<file path="src/rtl/counter_sched_pkg.sv">
// Shared constants for the counter scheduler: op codes, digit range, owner ids, FSM encoding.
package counter_sched_pkg;

  // Step codes carried on OpA / OpB
  localparam logic [1:0] OP_HOLD = 2'b00;
  localparam logic [1:0] OP_INC1 = 2'b01;
  localparam logic [1:0] OP_INC2 = 2'b10;
  localparam logic [1:0] OP_DEC1 = 2'b11;

  // The shared digit counts modulo 10
  localparam int         MODULUS   = 10;
  localparam logic [3:0] DIGIT_MAX = 4'(MODULUS - 1);

  // Owner / last-grant identifiers
  localparam logic OWNER_A = 1'b0;
  localparam logic OWNER_B = 1'b1;

  // Scheduler FSM encoding
  typedef enum logic [1:0] {
    S_IDLE = 2'b00,
    S_RUN  = 2'b01,
    S_DONE = 2'b10
  } state_e;

endpackage

</file>
<file path="src/rtl/digit_step.sv">
// Combinational mod-10 step: applies one op code to a digit and flags a 9/0 crossing.
module digit_step
  import counter_sched_pkg::*;
(
  input  logic [3:0] Value,
  input  logic [1:0] Op,
  output logic [3:0] NextValue,
  output logic       WrapNext
);

  // One step of modulo-10 arithmetic; hold passes the digit through and never wraps
  always_comb begin
    NextValue = Value;
    WrapNext  = 1'b0;
    case (Op)
      OP_INC1: begin
        if (Value >= DIGIT_MAX) begin
          NextValue = 4'd0;
          WrapNext  = 1'b1;
        end else begin
          NextValue = Value + 4'd1;
        end
      end
      OP_INC2: begin
        if (Value >= DIGIT_MAX - 4'd1) begin
          NextValue = Value - 4'(MODULUS - 2);
          WrapNext  = 1'b1;
        end else begin
          NextValue = Value + 4'd2;
        end
      end
      OP_DEC1: begin
        if (Value == 4'd0) begin
          NextValue = DIGIT_MAX;
          WrapNext  = 1'b1;
        end else begin
          NextValue = Value - 4'd1;
        end
      end
      default: begin
        NextValue = Value;
        WrapNext  = 1'b0;
      end
    endcase
  end

endmodule

</file>
<file path="src/rtl/counter_scheduler.sv">
// Two-requester round-robin scheduler driving a shared mod-10 digit with repeated steps.
module counter_scheduler
  import counter_sched_pkg::*;
#(
  parameter int CNT_W = 4
) (
  input  logic             Clock,
  input  logic             Reset,
  input  logic             ReqA,
  input  logic [1:0]       OpA,
  input  logic [CNT_W-1:0] CntA,
  output logic             AckA,
  input  logic             ReqB,
  input  logic [1:0]       OpB,
  input  logic [CNT_W-1:0] CntB,
  output logic             AckB,
  output logic [3:0]       Value,
  output logic             Busy,
  output logic [1:0]       Grant,
  output logic             Wrap
);

  state_e           state_q, state_d;
  logic             owner_q, owner_d;
  logic             last_grant_q, last_grant_d;
  logic [1:0]       op_q, op_d;
  logic [CNT_W-1:0] remain_q, remain_d;
  logic [3:0]       value_q, value_d;
  logic             wrap_q, wrap_d;
  logic             ack_a_q, ack_a_d;
  logic             ack_b_q, ack_b_d;
  logic             busy_q, busy_d;
  logic [1:0]       grant_q, grant_d;

  logic             pick_b;
  logic [CNT_W-1:0] sel_cnt;
  logic [3:0]       step_value;
  logic             step_wrap;

  digit_step u_digit_step (
    .Value     (value_q),
    .Op        (op_q),
    .NextValue (step_value),
    .WrapNext  (step_wrap)
  );

  // Next-state logic: arbitration in IDLE, stepping in RUN, handshake in DONE.
  // Outputs are registered from the next state so they line up with state_q.
  always_comb begin
    state_d      = state_q;
    owner_d      = owner_q;
    last_grant_d = last_grant_q;
    op_d         = op_q;
    remain_d     = remain_q;
    value_d      = value_q;
    wrap_d       = 1'b0;
    // B wins when it is alone, or on a tie when A was served last
    pick_b       = ReqB && !(ReqA && (last_grant_q == OWNER_B));
    sel_cnt      = pick_b ? CntB : CntA;

    case (state_q)
      S_IDLE: begin
        if (ReqA || ReqB) begin
          owner_d  = pick_b ? OWNER_B : OWNER_A;
          op_d     = pick_b ? OpB : OpA;
          // A zero repeat count still performs one step
          remain_d = (sel_cnt == '0) ? CNT_W'(1) : sel_cnt;
          state_d  = S_RUN;
        end
      end
      S_RUN: begin
        value_d  = step_value;
        wrap_d   = step_wrap;
        remain_d = remain_q - CNT_W'(1);
        if (remain_q == CNT_W'(1)) begin
          state_d = S_DONE;
        end
      end
      S_DONE: begin
        last_grant_d = owner_q;
        state_d      = S_IDLE;
      end
      default: begin
        state_d = S_IDLE;
      end
    endcase

    busy_d  = (state_d != S_IDLE);
    grant_d = busy_d ? ((owner_d == OWNER_B) ? 2'b10 : 2'b01) : 2'b00;
    ack_a_d = (state_d == S_DONE) && (owner_d == OWNER_A);
    ack_b_d = (state_d == S_DONE) && (owner_d == OWNER_B);
  end

  // State and output registers; reset overrides everything else
  always_ff @(posedge Clock) begin
    if (Reset) begin
      state_q      <= S_IDLE;
      owner_q      <= OWNER_A;
      last_grant_q <= OWNER_B;
      op_q         <= OP_HOLD;
      remain_q     <= '0;
      value_q      <= 4'd0;
      wrap_q       <= 1'b0;
      ack_a_q      <= 1'b0;
      ack_b_q      <= 1'b0;
      busy_q       <= 1'b0;
      grant_q      <= 2'b00;
    end else begin
      state_q      <= state_d;
      owner_q      <= owner_d;
      last_grant_q <= last_grant_d;
      op_q         <= op_d;
      remain_q     <= remain_d;
      value_q      <= value_d;
      wrap_q       <= wrap_d;
      ack_a_q      <= ack_a_d;
      ack_b_q      <= ack_b_d;
      busy_q       <= busy_d;
      grant_q      <= grant_d;
    end
  end

  assign AckA  = ack_a_q;
  assign AckB  = ack_b_q;
  assign Value = value_q;
  assign Busy  = busy_q;
  assign Grant = grant_q;
  assign Wrap  = wrap_q;

endmodule

</file>
<file path="config.mk">
export PLATFORM = sky130hd
export DESIGN_NAME = counter_scheduler
export DESIGN_NICKNAME = d
export VERILOG_FILES = /design/src/rtl/counter_sched_pkg.sv /design/src/rtl/digit_step.sv /design/src/rtl/counter_scheduler.sv
export SDC_FILE = /design/constraint.sdc
export NUM_CORES = 1
export LEC_CHECK = 0
export BUFFER_PORTS_ARGS = -buffer_cell sky130_fd_sc_hd__buf_4
export CAP_MARGIN = 10
export CORE_UTILIZATION = 27
export DETAILED_ROUTE_END_ITERATION = 16
export GPL_TIMING_DRIVEN = 1
export PLACE_DENSITY = 0.44
export SLEW_MARGIN = 20
export SYNTH_ARGS = -nofsm -noshare
export SYNTH_HDL_FRONTEND = slang
export SYNTH_SLANG_ARGS = --single-unit
</file>
<file path="constraint.sdc">
create_clock -name Clock -period 1.9 [get_ports Clock]
set_input_delay 0.57 -clock Clock [delete_from_list [all_inputs] [get_ports Clock]]
set_output_delay 0.57 -clock Clock [all_outputs]
set_load 0.01 [all_outputs]
</file>
==> results_dict.tcl <==
set metrics [dict create \
    die_y_um 68.4 \
    grt_first_pass_wirelength_um 4800 \
    rsz0062_at_grt "false" \
    synth_seq_cells 20 \
    vdd_ir_drop_max_uv 578 \
    cts_resized 0 \
    synth-edff-count 0 \
    path_max_fanout 6 \
    synth_area_per_cell_um2 8.26 \
    layout_commonest_cell "buf_4" \
    track_usage 0.140 \
    rr_worst_depth 6 \
    grt_pass1_vias 1030 \
    synthArstFlopShare 0 \
    rr_endpoint "Value[0]" \
    io_buffer_count 25 \
    fmax_ghz 0.601 \
    r2r_start "Value[1]" \
    vias 1093 \
    synth.distinct_cells 40 \
    routed_wl_um 2860 \
    die-area_um2 4680 \
    dpl_cell_area_um2 1430 \
    clock-sinks 20 \
    drv_slew 0 \
    max_slew.worst_pin.slew_ps 413 \
    start_util 0.289 \
    drtPass1Iterations 4 \
    end_kind "register" \
    drive_above_1_share 0.228 \
    clock_latency_ps 260 \
    hpwl_um 2210 \
    clkTransAtPathRegs_ps 80 \
    crit_path_top_delay_cell "nor3b_1" \
    cts_setup_buffers 0 \
    whs_ps 503 \
    powerDensity_nw_per_um2 845 \
    cts.hold.buffers_added 0 \
    die_w_um 68.4 \
    num_rows 23 \
    start_kind "register" \
    synth_cells 144 \
    antenna_found_initial 0 \
    gp_congestion 0.815 \
    path_cells "inv_1 -> ha_1 -> nor3b_1 -> nor3_1 -> a211o_1 -> a21oi_1" \
    layout_common_cells "29 x buf_4, 20 x dfxtp_1, 13 x nor2_1" \
    ant_nets 0 \
    setup_tns_ps 0 \
    required_ps 2080 \
    hold_path_class "register to register" \
    yosys_warnings 0 \
    r2r_slack_ps 240 \
    max_stage_delay_ps 390 \
    cts_tree "done" \
    nets 197 \
    startpoint "Value[1]" \
    core_um2 4120 \
    cellLeakagePower_nw 0.629 \
    antenna_cells 0 \
    via_per_inst 4.95 \
    critPathKind "register to register" \
    fin_crit_ps 1660 \
    syn_to_final_growth_pct 26.4 \
    first_iter_violations 43 \
    grt_max_degree 16 \
    path_depth 6 \
    syn-num-nets 169 \
    path_delay_family "simple AND/OR/NAND/NOR gates" \
    setup_viol 0 \
    cts-root-buf "clkbuf_8" \
    skew_ps 5.24 \
    synth_area_um2 1190 \
    cts_buffers 3 \
    htreeDepth 1 \
    drv_cap 0 \
    crit_arrival_ps 1850 \
    ios 26 \
    grt_overflow 0 \
    drc_errors 0 \
    power.total_mw 1.27 \
    synth_top_flop_cell "dfxtp_1" \
    critPathBufInv 1 \
    hold_viol 0 \
    maxSlewHeadroom 0.724 \
    wl_per_cell_um 12.9 \
    setup.worst_path.end "Value[0]" \
    outcome "finished, final reports clean" \
    clockBufferDepth 2 \
    ys_seq_area_frac 0.336 \
    final_area_um2 1500 \
    period_share 0.876 \
]
-- area by class of cell --
cell class | instances | area, um^2
sequential | 20 | 400
clock inverter | 1 | 30.0
tap | 50 | 62.6
multi-input combinational | 106 | 707
inverter | 12 | 45.0
timing repair buffer | 29 | 218
fill | 446 | 2610
clock buffer | 3 | 41.3
-- power breakdown --
part	leakage, nW	switching, mW	total (mW)	internal (mW)
sequential	0.165	0.0475	0.506	0.459
clock	0.0357	0.146	0.428	0.281
combinational	0.428	0.174	0.337	0.162
-- how the worst min path moves through the flow --
stage                startpoint           end  cells after the start
floorplan               owner_q  last_grant_q                      1
global placement    remain_q[3]   remain_q[3]                      2
detailed placement  remain_q[3]   remain_q[3]                      2
CTS                 remain_q[3]   remain_q[3]                      2
global route        remain_q[3]   remain_q[3]                      2
finish              remain_q[3]   remain_q[3]                      2
-- per-stage QoR --
stage	util	setup slack (ps)	instances
global route	0.365	17.8	221
global placement	0.348	235	217
CTS	0.365	220	221
floorplan	-	296	144
detailed placement	0.348	172	217
finish	0.365	235	221
-- cell usage after synthesis (3+ instances only) --
cell type / n / area share
a21oi_1: 6 / 0.025
dfxtp_1: 20 / 0.34
o21ai_0: 11 / 0.046
a31oi_1: 4 / 0.021
nor2_1: 13 / 0.041
nand3_1: 3 / 0.013
ha_1: 9 / 0.095
nor2b_1: 4 / 0.021
nand2b_1: 5 / 0.026
a311oi_1: 3 / 0.022
mux2i_1: 3 / 0.025
nand2_1: 10 / 0.032
nor3_1: 5 / 0.021
inv_1: 12 / 0.038
-- sequential cells by signal, indices dropped and copies added (netlist names) --
signal / flops
state_q: 2
last_grant_q: 1
Wrap: 1
Grant: 2
AckB: 1
remain_q: 4
op_q: 2
AckA: 1
Value: 4
Busy: 1
owner_q: 1
-- layer usage --
metal	track usage	part of all wire	vias to the layer above
met5	0	0	-
met3	0.0400	0.041	2
met4	0.0313	0.0087	0
met2	0.221	0.45	30
li1	-	-	571
met1	0.187	0.50	490
-- cell families (layout without fill, tap and decap cells) --
kind of cell / count (synthesis) / in the layout / synth area share
simple gates: 50 / 50 / 0.215
fa+ha+maj: 9 / 9 / 0.0946
mux: 5 / 5 / 0.0442
flops: 20 / 20 / 0.336
xor+xnor: 1 / 1 / 0.00736
buf+inv: 18 / 45 / 0.0694
compound gates: 41 / 41 / 0.233
-- worst reg2reg max path, cell delays in order, from the launching register on --
cell and delay, ps:
dfxtp_1 310, inv_1 170, ha_1 250, nor3b_1 390
nor3_1 80, a211o_1 230, a21oi_1 160
No activity file was read; power rests on OpenSTA's default activity.
